**src/rtl/alu_ctrl_pkg.sv**
```systemverilog
// -----------------------------------------------------------------------------
// alu_ctrl_pkg
// Shared definitions for the ID/EX ALU control stage:
//   - LEGv8 opcode constants (11-bit instruction[31:21]); opcodes that carry
//     operand bits in their low positions also get a mask (1 = bit is compared)
//   - alu_op_e: 4-bit ALU operation encodings
//   - state_e : EX register occupancy state
//   - opc_match(): masked opcode compare helper
// -----------------------------------------------------------------------------
package alu_ctrl_pkg;

  typedef enum logic [3:0] {
    OP_PASSB = 4'b0000,
    OP_ADD   = 4'b0010,
    OP_SUB   = 4'b0011,
    OP_AND   = 4'b0100,
    OP_ORR   = 4'b0101,
    OP_EOR   = 4'b0110,
    OP_LSL   = 4'b1000,
    OP_LSR   = 4'b1001,
    OP_MUL   = 4'b1010
  } alu_op_e;

  typedef enum logic [1:0] {
    EMPTY = 2'd0,
    HOLD  = 2'd1,
    MULTI = 2'd2
  } state_e;

  // Full (exact-match) opcodes
  localparam logic [10:0] OPC_ADD  = 11'b10001011000;
  localparam logic [10:0] OPC_ADDS = 11'b10101011000;
  localparam logic [10:0] OPC_LDUR = 11'b11111000010;
  localparam logic [10:0] OPC_STUR = 11'b11111000000;
  localparam logic [10:0] OPC_SUB  = 11'b11001011000;
  localparam logic [10:0] OPC_SUBS = 11'b11101011000;
  localparam logic [10:0] OPC_AND  = 11'b10001010000;
  localparam logic [10:0] OPC_ORR  = 11'b10101010000;
  localparam logic [10:0] OPC_EOR  = 11'b11001010000;
  localparam logic [10:0] OPC_LSL  = 11'b11010011011;
  localparam logic [10:0] OPC_LSR  = 11'b11010011010;
  localparam logic [10:0] OPC_MUL  = 11'b10011011000;

  // Masked opcodes: value plus compare mask (immediate/offset bits ignored)
  localparam logic [10:0] OPC_ADDI_V = 11'b10010001000;
  localparam logic [10:0] OPC_ADDI_M = 11'b11111111110;
  localparam logic [10:0] OPC_SUBI_V = 11'b11010001000;
  localparam logic [10:0] OPC_SUBI_M = 11'b11111111110;
  localparam logic [10:0] OPC_CBZ_V  = 11'b10110100000;
  localparam logic [10:0] OPC_CBZ_M  = 11'b11111111000;
  localparam logic [10:0] OPC_BL_V   = 11'b10010100000;
  localparam logic [10:0] OPC_BL_M   = 11'b11111100000;

  function automatic logic opc_match(input logic [10:0] opc,
                                     input logic [10:0] val,
                                     input logic [10:0] mask);
    return ((opc & mask) == (val & mask));
  endfunction

endpackage

```
**src/rtl/alu_op_decode.sv**
```systemverilog
// -----------------------------------------------------------------------------
// alu_op_decode
// Purely combinational opcode decoder.
// Ports:
//   opcode_i    in  11  instruction[31:21]
//   alu_on_i    in  1   instruction uses the ALU
//   op_o        out 4   ALU operation (alu_op_e)
//   set_flags_o out 1   ADDS/SUBS
//   illegal_o   out 1   unsupported opcode while alu_on_i=1
//   is_mul_o    out 1   operation is MUL (multi-cycle candidate)
// With alu_on_i=0 every output is forced to 0 regardless of the opcode.
// -----------------------------------------------------------------------------
module alu_op_decode
  import alu_ctrl_pkg::*;
(
  input  logic [10:0] opcode_i,
  input  logic        alu_on_i,
  output alu_op_e     op_o,
  output logic        set_flags_o,
  output logic        illegal_o,
  output logic        is_mul_o
);

  always_comb begin
    op_o        = OP_PASSB;
    set_flags_o = 1'b0;
    illegal_o   = 1'b0;
    is_mul_o    = 1'b0;
    if (alu_on_i) begin
      if (opcode_i == OPC_ADD || opcode_i == OPC_LDUR || opcode_i == OPC_STUR ||
          opc_match(opcode_i, OPC_ADDI_V, OPC_ADDI_M)) begin
        op_o = OP_ADD;
      end else if (opcode_i == OPC_ADDS) begin
        op_o        = OP_ADD;
        set_flags_o = 1'b1;
      end else if (opcode_i == OPC_SUB ||
                   opc_match(opcode_i, OPC_SUBI_V, OPC_SUBI_M)) begin
        op_o = OP_SUB;
      end else if (opcode_i == OPC_SUBS) begin
        op_o        = OP_SUB;
        set_flags_o = 1'b1;
      end else if (opcode_i == OPC_AND) begin
        op_o = OP_AND;
      end else if (opcode_i == OPC_ORR) begin
        op_o = OP_ORR;
      end else if (opcode_i == OPC_EOR) begin
        op_o = OP_EOR;
      end else if (opcode_i == OPC_LSL) begin
        op_o = OP_LSL;
      end else if (opcode_i == OPC_LSR) begin
        op_o = OP_LSR;
      end else if (opcode_i == OPC_MUL) begin
        op_o     = OP_MUL;
        is_mul_o = 1'b1;
      end else if (opc_match(opcode_i, OPC_CBZ_V, OPC_CBZ_M) ||
                   opc_match(opcode_i, OPC_BL_V, OPC_BL_M)) begin
        op_o = OP_PASSB;
      end else begin
        illegal_o = 1'b1;
      end
    end
  end

endmodule

```
**src/rtl/alu_ctrl_pipe.sv**
```systemverilog
// -----------------------------------------------------------------------------
// alu_ctrl_pipe
// Registered ALU control stage on the ID/EX boundary. Decodes the ID opcode
// and captures control word, flag-set and illegal indications into EX.
// MUL holds EX for MUL_LAT non-stalled cycles (busy on all but the last).
// Parameters:
//   CNTRL_W  ALU control width (>=4), encoding zero-extended
//   MUL_LAT  EX cycles for MUL (1..16), 1 = single-cycle
// Ports:
//   clk, rst_n (synchronous, active-low)
//   id_valid, id_opcode[10:0], id_alu_on   ID-side instruction
//   stall, flush                           pipeline control (flush wins)
//   id_ready                               accept possible this cycle
//   ex_valid, ex_alu_cntrl, ex_set_flags, ex_illegal, ex_busy   EX payload
// -----------------------------------------------------------------------------
module alu_ctrl_pipe
  import alu_ctrl_pkg::*;
#(
  parameter int CNTRL_W = 4,
  parameter int MUL_LAT = 4
) (
  input  logic               clk,
  input  logic               rst_n,
  input  logic               id_valid,
  input  logic [10:0]        id_opcode,
  input  logic               id_alu_on,
  input  logic               stall,
  input  logic               flush,
  output logic               id_ready,
  output logic               ex_valid,
  output logic [CNTRL_W-1:0] ex_alu_cntrl,
  output logic               ex_set_flags,
  output logic               ex_illegal,
  output logic               ex_busy
);

  localparam int CNT_W = $clog2(MUL_LAT + 1);
  localparam bit MUL_MULTI = (MUL_LAT > 1);

  generate
    if (CNTRL_W < 4) begin : g_bad_cntrl_w
      $error("alu_ctrl_pipe: CNTRL_W must be >= 4");
    end
    if (MUL_LAT < 1 || MUL_LAT > 16) begin : g_bad_mul_lat
      $error("alu_ctrl_pipe: MUL_LAT must be in 1..16");
    end
  endgenerate

  alu_op_e dec_op;
  logic    dec_set_flags;
  logic    dec_illegal;
  logic    dec_is_mul;

  alu_op_decode u_decode (
    .opcode_i    (id_opcode),
    .alu_on_i    (id_alu_on),
    .op_o        (dec_op),
    .set_flags_o (dec_set_flags),
    .illegal_o   (dec_illegal),
    .is_mul_o    (dec_is_mul)
  );

  state_e             state_q, state_d;
  logic [CNT_W-1:0]   cnt_q, cnt_d;
  logic [CNTRL_W-1:0] cntrl_q, cntrl_d;
  logic               set_flags_q, set_flags_d;
  logic               illegal_q, illegal_d;
  logic               accept;

  // Ready depends only on stall and occupancy so ID can compute it early.
  assign id_ready = !stall && (state_q != MULTI);
  assign accept   = id_valid && id_ready && !flush;

  always_comb begin
    state_d     = state_q;
    cnt_d       = cnt_q;
    cntrl_d     = cntrl_q;
    set_flags_d = set_flags_q;
    illegal_d   = illegal_q;
    if (flush) begin
      state_d     = EMPTY;
      cnt_d       = '0;
      cntrl_d     = '0;
      set_flags_d = 1'b0;
      illegal_d   = 1'b0;
    end else begin
      case (state_q)
        EMPTY, HOLD: begin
          if (accept) begin
            cntrl_d     = CNTRL_W'(dec_op);
            set_flags_d = dec_set_flags;
            illegal_d   = dec_illegal;
            if (dec_is_mul && MUL_MULTI) begin
              state_d = MULTI;
              cnt_d   = CNT_W'(MUL_LAT - 1);
            end else begin
              state_d = HOLD;
              cnt_d   = '0;
            end
          end else if (!stall) begin
            // Bubble: drain EX and keep the payload clean
            state_d     = EMPTY;
            cnt_d       = '0;
            cntrl_d     = '0;
            set_flags_d = 1'b0;
            illegal_d   = 1'b0;
          end
        end
        MULTI: begin
          if (!stall) begin
            if (cnt_q == CNT_W'(1)) begin
              state_d = HOLD;
              cnt_d   = '0;
            end else begin
              cnt_d = cnt_q - CNT_W'(1);
            end
          end
        end
        default: begin
          state_d     = EMPTY;
          cnt_d       = '0;
          cntrl_d     = '0;
          set_flags_d = 1'b0;
          illegal_d   = 1'b0;
        end
      endcase
    end
  end

  always_ff @(posedge clk) begin
    if (!rst_n) begin
      state_q     <= EMPTY;
      cnt_q       <= '0;
      cntrl_q     <= '0;
      set_flags_q <= 1'b0;
      illegal_q   <= 1'b0;
    end else begin
      state_q     <= state_d;
      cnt_q       <= cnt_d;
      cntrl_q     <= cntrl_d;
      set_flags_q <= set_flags_d;
      illegal_q   <= illegal_d;
    end
  end

  assign ex_valid     = (state_q != EMPTY);
  assign ex_busy      = (state_q == MULTI);
  assign ex_alu_cntrl = cntrl_q;
  assign ex_set_flags = set_flags_q;
  assign ex_illegal   = illegal_q;

endmodule
```
**config.mk**
```make
export PLATFORM = sky130hd
export DESIGN_NAME = alu_ctrl_pipe
export DESIGN_NICKNAME = d
export VERILOG_FILES = /design/src/rtl/alu_ctrl_pkg.sv /design/src/rtl/alu_op_decode.sv /design/src/rtl/alu_ctrl_pipe.sv
export SDC_FILE = /design/constraint.sdc
export NUM_CORES = 1
export LEC_CHECK = 0
export CORE_AREA = 3 3 57 48
export DETAILED_ROUTE_END_ITERATION = 8
export DIE_AREA = 0 0 60 51
export DONT_BUFFER_PORTS = 1
export PLACE_DENSITY_LB_ADDON = 0.25
export SETUP_SLACK_MARGIN = 0.1
export SLEW_MARGIN = 0
export SYNTH_ARGS = -nofsm -noshare
export SYNTH_HDL_FRONTEND = slang
export SYNTH_SLANG_ARGS = --single-unit
```
**constraint.sdc**
```tcl
create_clock -name clk -period 1.4 [get_ports clk]
set_input_delay 0.28 -clock clk [delete_from_list [all_inputs] [get_ports clk]]
set_output_delay 0.28 -clock clk [all_outputs]
set_load 0.02 [all_outputs]
```
== Word-level counts from Yosys, hierarchy flattened ==
Index checks and enable logic that the tools add are counted.
W data, S select, Z words.
Operators by class
  $add $sub $neg: 1
  multiply operators: 0
  div/mod/pow operators: 0
  magnitude comparators: 0
  eq/ne operators: 23
  shifts and indexed selects: 0
  muxes and demuxes: 59
  bitwise gates (word level): 2
  reductions and logical operators: 17
Operators with widths (count)
  $eq A11 B11 Y1 const B: 12
  $mux W4: 13
  $mux W1: 31
  $eq A10 B10 Y1 const B: 2
  $mux W2: 6
  $mux W3: 4
  $eq A8 B8 Y1 const B: 1
  $pmux W4 S2: 1
  $eq A6 B6 Y1 const B: 1
  $pmux W3 S2: 1
  $logic_or A1 B1 Y1: 5
  $ne A2 B2 Y1 const B: 2
  $pmux W1 S2: 2
  $pmux W2 S2: 1
  $reduce_and A2 Y1: 2
  $reduce_or A2 Y1: 2
  $eq A3 B1 Y1 const B: 1
  $logic_and A1 B1 Y1: 3
  $ne A3 B3 Y1 const B: 1
  $reduce_and A3 Y1: 1
  $sub A3 B1 Y3 const B: 1
  $eq A2 B1 Y1 const B: 1
  $eq A2 B2 Y1 const B: 1
  $logic_not A1 Y1: 2
  other kinds (4): 5
Storage, ports and cells
  register bits after elaboration: 11
  latch bits: 0
  bits in writable memories: 0
  ROM bits: 0
  output and inout bits: 9
  memories: 0

== Depth between registers and ports, before layout ==
Gate-level depths: netlist (run 1).
  depth in word-level cells: 16
  gate-level depth with buffers: 6

== Modules after synthesis ==
From an unflattened synthesis (run 1), not the netlist that was laid out.
Unflattened totals
  cells, all modules: 117
  area, all modules: 913.4 um^2
By module, submodules not included
  alu_ctrl_pipe: instances 1, cells each 62, area each 545.5 um^2
  alu_op_decode: instances 1, cells each 55, area each 367.9 um^2

== Worst setup path after synthesis (run 1) ==
Ideal clock, no wire load.
  path type: reg-to-reg
  from: register state_q[1]
  to: register set_flags_q, in the netlist ex_set_flags
  setup time: 71 ps
  arrival: 1218 ps
  required time: 1329 ps
  setup slack: 112 ps
  stages on the path, launching flop included: 5
  buffers on the path: 0
  clock period less this slack: 1288 ps
  path through: dfxtp_1 -> nor4b_2 -> nand2_1 -> or3_1 -> a21oi_1
Between the ends
  cells in the longest elaborated chain, start to end: 6
RTL lines
  from (decl): RTL line alu_ctrl_pipe.sv:63  | state_e state_q, state_d;
  from (signal assigned): RTL line alu_ctrl_pipe.sv:138  | state_q <= state_d;
  $ne A2 B2 Y1: RTL line alu_ctrl_pipe.sv:71  | assign id_ready = !stall && (state_q != MULTI);
  $logic_and A1 B1 Y1: RTL line alu_ctrl_pipe.sv:71
  $logic_and A1 B1 Y1 (2 in series): RTL line alu_ctrl_pipe.sv:72  | assign accept = id_valid && id_ready && !flush;
  $mux W1 or $ne A3 B3 Y1 (tied branches)
  $pmux W1 S2 or $reduce_and A2 Y1 (tied branches)
  to (signal assigned): RTL line alu_ctrl_pipe.sv:141  | set_flags_q <= set_flags_d;
  to (decl): RTL line alu_ctrl_pipe.sv:66  | logic set_flags_q, set_flags_d;
Parallel ways exist; a longest one is shown, timed or not.
A chain may end at the register's enable or synchronous reset.

== Worst setup path after layout (run 1) ==
  from: register state_q[1]
  to: output ex_valid
Between the ends
  cells in the longest elaborated chain, start to end: 1
RTL lines
  $reduce_bool A2 Y1: RTL line alu_ctrl_pipe.sv:146  | assign ex_valid = (state_q != EMPTY);
  to (decl): RTL line alu_ctrl_pipe.sv:30  | output logic ex_valid,
Every way passes these cells.

==> metrics.md, run 1 <==
| Metric | Value |
|---|---|
| Post-route ant nets | 0 |
| Synth Flop Type | dfxtp_1 |
| RSZ-0062 raised after global routing | true |
| Syn Area/Cell | 8.307 um^2 |
| Final slew viol count | 0 |
| Core Rows | 15 |
| Final Hold Fails | 0 |
| Detail Placement HPWL | 1521 um |
| P&R area growth vs syn | 26.71% |
| YS warnings | 0 |
| Post-synthesis sequential area ratio | 0.2733 |
| VDD IR max | 0.0003312 V |
| Synth top area cells | dfxtp_1 27%, nand2_1 7.9%, nor4bb_1 5.0% |
| Share of layout cells above drive strength 1 | 0.3750 |
| Relative slew slack | 0.7748 |
| Die X | 60 um |
| Antenna Cells | 0 |
| FF+latch area | 227.7 um^2 |
| DR iter-0 viols | 4 |
| Dominant cell type by area after synthesis | dfxtp_1 |
| Starting Density | 0.3701 |
| Core Area | 0.002177 mm^2 |
| Overflow left after global routing | 0 |
| EDFF count, synth | 0 |
| Crit. End Element | output port |
| Crit path max fanout | 4 |
| Worst-Margin Slew | 0.3333 ns |
| Vias | 760 |
| Final Non-Filler Cells | 137 |
| Worst Hold Class | input pin to flip-flop |
| Routed len/inst | 14.09 um |
| CTS Hold Bufs | 0 |
| Status | finished clean |
| Clk slew on worst S/H paths | 0.07 ns |
| Sum of negative setup slack | 0 ns |
| Pwr per Cell Area | 594.8 mW/mm^2 |
| Placed Cells | 128 |
| Clk_lat worst skew | 0.26 ns |
| Max Freq | 739.4 MHz |
| Share of the synthesized area in the top cell type | 0.2733 |
| Clk root buf | clkbuf_4 |
| Yosys reg bits | 11 |
| Critical Path Start Type | flip-flop |
| Final GP Congestion | 0.7857 |
| # setup viols final | 0 |
| Clock buffer count from CTS | 3 |
| Yosys cell types | 40 |
| Largest net degree at the start of global routing | 9 |
| Initial antenna violation count | 0 |
| Critical path type | flip-flop to output port |
| GRT Total Usage | 0.1366 |
| Worst Skew | 0.002261 ns |
| Post-route minimum period | 1.353 ns |
| Power, Total | 0.6073 mW |
| Cells after synthesis | 97 |
| Multi-input gate area | 616.8 um^2 |
| # fillers | 220 |
| First-pass GRT wire length | 3249 um |
| Die height | 51 um |
| Max cap viols | 0 |
| Die area | 0.003060 mm^2 |
| Ys async rst share | 0 |
| Number of global-route vias before repair | 754 |
| Pleak | 0.3866 nW |
| Final WL | 1931 um |
| Tcrit/Tclk final | 0.9661 |
| Top cells by count, synth | 17 x nand2_1, 11 x dfxtp_1, 7 x inv_1 |
| Top-count cell post-synth | nand2_1 |
| Clock sink count | 11 |
| Mapped cell area | 805.8 um^2 |
| Vias per cell | 5.547 |
| H-tree lvl count | 1 |
| Post-Route Utilization | 0.4690 |
| DR pass1 iterations | 3 |
| CTS max path bufs | 2 |
| Clock tree from TritonCTS | done |
| WP data required | 1.12 ns |
| Port bufs | 0 |
| Syn Nets | 116 |
| I/O pins | 26 |
| DRC errors left | 0 |
| Nets | 132 |
| Crit path arrival time | 1.07 ns |
## through the flow
stage | hold WS [ns] | setup slack (ns) | area (um^2)
5_1_grt | 0.2463 | 0.02148 | 1021
4_1_cts | 0.2268 | 0.04883 | 982.2
6_report | 0.2276 | 0.04748 | 1021
3_5_place_dp | 0.4999 | 0.02823 | 882.1
3_3_place_gp | 0.5038 | 0.04490 | 882.1
2_1_floorplan | 0.4758 | 0.1118 | 805.8
## placed cells by master, fill, tap and decap left out, types with 3 or more instances in the layout
master / Yosys / layout
o31ai_2: 1 / 3
a21oi_1: 5 / 4
clkbuf_4: 0 / 3
nand2_1: 17 / 16
buf_4: 0 / 9
inv_1: 7 / 5
nor2_1: 6 / 6
o21ai_0: 5 / 5
dfxtp_1: 11 / 7
nand4_1: 4 / 4
nor4bb_1: 4 / 4
dfxtp_2: 0 / 3
## worst paths after layout
kind | start | endpoint | slack [ns] | cells after the start
worst min-delay path | stall | state_q[0] | 0.23 | 2
worst max-delay path | state_q[1] | ex_valid | 0.05 | 2
worst max register to register | cnt_q[1] | cnt_q[0] | 0.14 | 6
worst min register to register | cnt_q[1] | cnt_q[1] | 0.54 | 2
## worst max-delay path: stages, from the launching register on
cell and delay [ns]:
dfxtp_4 0.36, buf_6 0.12, or2_2 0.33
## per-layer routing
layer,track usage,part of all wire
met2,0.2140,0.46
met4,0.04428,0.0062
met5,0,0
met3,0.05051,0.082
met1,0.1710,0.45
## layout make-up
| cell class | instances | share of cell area |
|---|---|---|
| well taps | 25 | 0.03064 |
| multi-input cells | 79 | 0.6042 |
| flip-flops and latches | 11 | 0.2230 |
| repair buffers | 11 | 0.08824 |
| inverters | 7 | 0.02819 |
| clock buffers | 4 | 0.02574 |
## sequential cells by signal, indices dropped and copies added (netlist names)
name          cells
cnt_q             3
ex_alu_cntrl      4
state_q           2
ex_set_flags      1
ex_illegal        1
## repair_timing
| item | 4_1_cts | 5_1_grt |
|---|---|---|
| gates resized for setup | 12 | 9 |
| pin swaps | 2 | 4 |
| hold endpoints to repair | 0 | 0 |
| setup endpoints to repair | 10 | 12 |
| buffers inserted | 5 | 0 |
## cell families (layout without fill, tap and decap cells)
kind of cell | Yosys count | after routing | share of synthesized area
simple gates | 55 | 55 | 0.4565
compound gates | 21 | 21 | 0.1941
flops | 11 | 11 | 0.2733
buf+inv | 7 | 22 | 0.03261
fa+ha+maj | 2 | 2 | 0.03105
mux | 1 | 1 | 0.01242
## report_power, final
group / internal (mW) / switching [mW]
clock network: 0.110 / 0.0961
logic: 0.0463 / 0.0359
registers: 0.315 / 0.00382
total: 0.471 / 0.136
(Power assumes the default switching activity.)
==> inputs of run 2 (changes only) <==
--- a/constraint.sdc
+++ b/constraint.sdc
@@ -3,2 +3,2 @@
 set_output_delay 0.28 -clock clk [all_outputs]
-set_load 0.02 [all_outputs]
+set_load 0.05 [all_outputs]
==> metrics.md, run 2 (synthesized netlist as in run 1, its figures left out) <==
| Metric | Value |
|---|---|
| Status | finished clean |
| DR pass1 iterations | 4 |
| Reg2Reg Launch Point | state_q[1] |
| Clock sink count | 11 |
| GRT Total Usage | 0.1475 |
| Sum of negative setup slack | 0 ns |
| Vias | 796 |
| Vias per cell | 5.768 |
| Worst Hold Class | input pin to flip-flop |
| Worst-Margin Slew | 0.5300 ns |
| Max Freq | 739.3 MHz |
| Clk root buf | clkbuf_4 |
| Crit Reg-Reg Endpoint | ex_illegal |
| WP data required | 1.12 ns |
| Worst path bufs/invs | 3 |
| Port bufs | 0 |
| Final WL | 2111 um |
| Crit path max fanout | 3 |
| Post-route minimum period | 1.353 ns |
| Core Area | 0.002177 mm^2 |
| I/O pins | 26 |
| Pwr per Cell Area | 596.5 mW/mm^2 |
| Hold path cells | 3 |
| # setup viols final | 0 |
| Number of global-route vias before repair | 773 |
| Crit path arrival time | 1.07 ns |
| Logic gate share of total power | 0.149 |
| CTS max path bufs | 2 |
| First-pass GRT wire length | 3463 um |
| Critical path type | flip-flop to output port |
| Clock buffer count from CTS | 3 |
| Max FFs per register | 4 |
| Cell Chain, Critical Path | buf_6 -> nand2b_4 -> inv_4 -> nor2_4 -> buf_12 |
| Worst Hold Slack | 0.2242 ns |
| VDD IR max | 0.0003885 V |
| Net Sw Power | 0.1589 mW |
| CTS Hold Bufs | 0 |
| Final slew viol count | 0 |
| Commonest non-fill, non-tap cells in the layout | 16 x nand2_1, 8 x buf_4, 7 x dfxtp_1 |
| Placed Cells | 129 |
| Commonest non-fill, non-tap cell in the layout | nand2_1 |
| FF-to-FF setup slack | 0.12 ns |
| Reg power frac | 0.509 |
| Sw Share | 0.2505 |
| Share of layout cells above drive strength 1 | 0.4071 |
| Tcrit/Tclk final | 0.9661 |
| Wl on met1 | 898 um |
| Clk slew on worst S/H paths | 0.07 ns |
| Clk_lat worst skew | 0.27 ns |
| DR iter-0 viols | 31 |
| Antenna Cells | 0 |
| Met3 wire len | 176 um |
| Cell-internal power | 0.4755 mW |
| Final Non-Filler Cells | 138 |
| # fillers | 212 |
| Die height | 51 um |
| Nets | 133 |
| Initial antenna violation count | 0 |
| CP max-delay cell | dfxtp_2 |
| Crit. End Element | output port |
| Largest net degree at the start of global routing | 9 |
| Final GP Congestion | 0.7996 |
| Die area | 0.003060 mm^2 |
| Detail Placement HPWL | 1583 um |
| Cell family with most CP delay | flip-flops |
| H-tree lvl count | 1 |
| Power, Total | 0.6344 mW |
| P&R area growth vs syn | 31.99% |
| Slowest Stage Delay on Critical Path | 0.34 ns |
| FF-to-FF path depth | 7 |
| Post-Route Utilization | 0.4885 |
| Hold endpoint | state_q[0] |
| Max cap viols | 0 |
| Starting Density | 0.3701 |
| Routed len/inst | 15.30 um |
| Post-route ant nets | 0 |
| Clock tree from TritonCTS | done |
| RSZ-0062 raised after global routing | true |
| Core Rows | 15 |
| Relative slew slack | 0.6462 |
| Overflow left after global routing | 0 |
| HP Start | flush |
| Max layer used | met3 |
| Clock Power Share | 0.342 |
| Die X | 60 um |
| DRC errors left | 0 |
| DR WL met2 | 1035 um |
| Pleak | 0.4019 nW |
| Final Hold Fails | 0 |
| Critical Path Start Type | flip-flop |
| Worst Skew | 0.0009551 ns |
run 2: worst max-delay path by stage:
| stage | from | to | slack [ns] | depth (start not counted) |
|---|---|---|---|---|
| after floorplan | state_q[1] | cnt_q[0] | -0.02 | 4 |
| after global placement | state_q[1] | ex_alu_cntrl[3] | 0.004 | 4 |
| after detailed placement | id_opcode[1] | cnt_q[0] | 0.005 | 4 |
| after CTS | state_q[1] | id_ready | 0.02 | 5 |
| after global routing | state_q[1] | id_ready | 0.0002 | 5 |
| final | state_q[1] | id_ready | 0.05 | 5 |
run 2: cell type report:
| cell class | instances | area (um^2) | share of cell area |
|---|---|---|---|
| clock buffer | 3 | 22.52 | 0.02118 |
| clock inverter | 1 | 5.005 | 0.004706 |
| inverter | 7 | 28.78 | 0.02706 |
| multi-input combinational | 79 | 636.9 | 0.5988 |
| sequential | 11 | 225.2 | 0.2118 |
| tap | 25 | 31.28 | 0.02941 |
| timing repair buffer | 12 | 113.9 | 0.1071 |
run 2: stage by stage:
stage	cell area, um^2	worst slack [ns]
global route	1064	0.0002069
finish	1064	0.04746
global placement	909.6	0.003823
CTS	1031	0.01590
floorplan	813.3	-0.01703
detailed placement	909.6	0.004811
run 2: power groups by stage:
stage / registers [mW] / logic, mW / clock network (mW)
2_1_floorplan: 0.328 / 0.0637 / 0
3_3_place_gp: 0.329 / 0.0842 / 0
3_5_place_dp: 0.329 / 0.0851 / 0
4_1_cts: 0.323 / 0.0903 / 0.228
5_1_grt: 0.323 / 0.104 / 0.249
6_report: 0.323 / 0.0947 / 0.217
run 2: layer usage:
layer,track usage,vias up
li1,-,395
met5,0,-
met2,0.2374,25
met3,0.06818,0
met1,0.1864,376
met4,0.01107,0
run 2: repair_timing:
action                     in CTS  in global routing
setup endpoints to repair      11                 14
gates resized for setup        17                  7
pin swaps                      10                  9
buffers inserted                5                  0
run 2: worst min-delay path, cell delays in order:
cell     delay, ns
nor4b_4       0.03
o21ai_0       0.07
a21oi_1       0.08
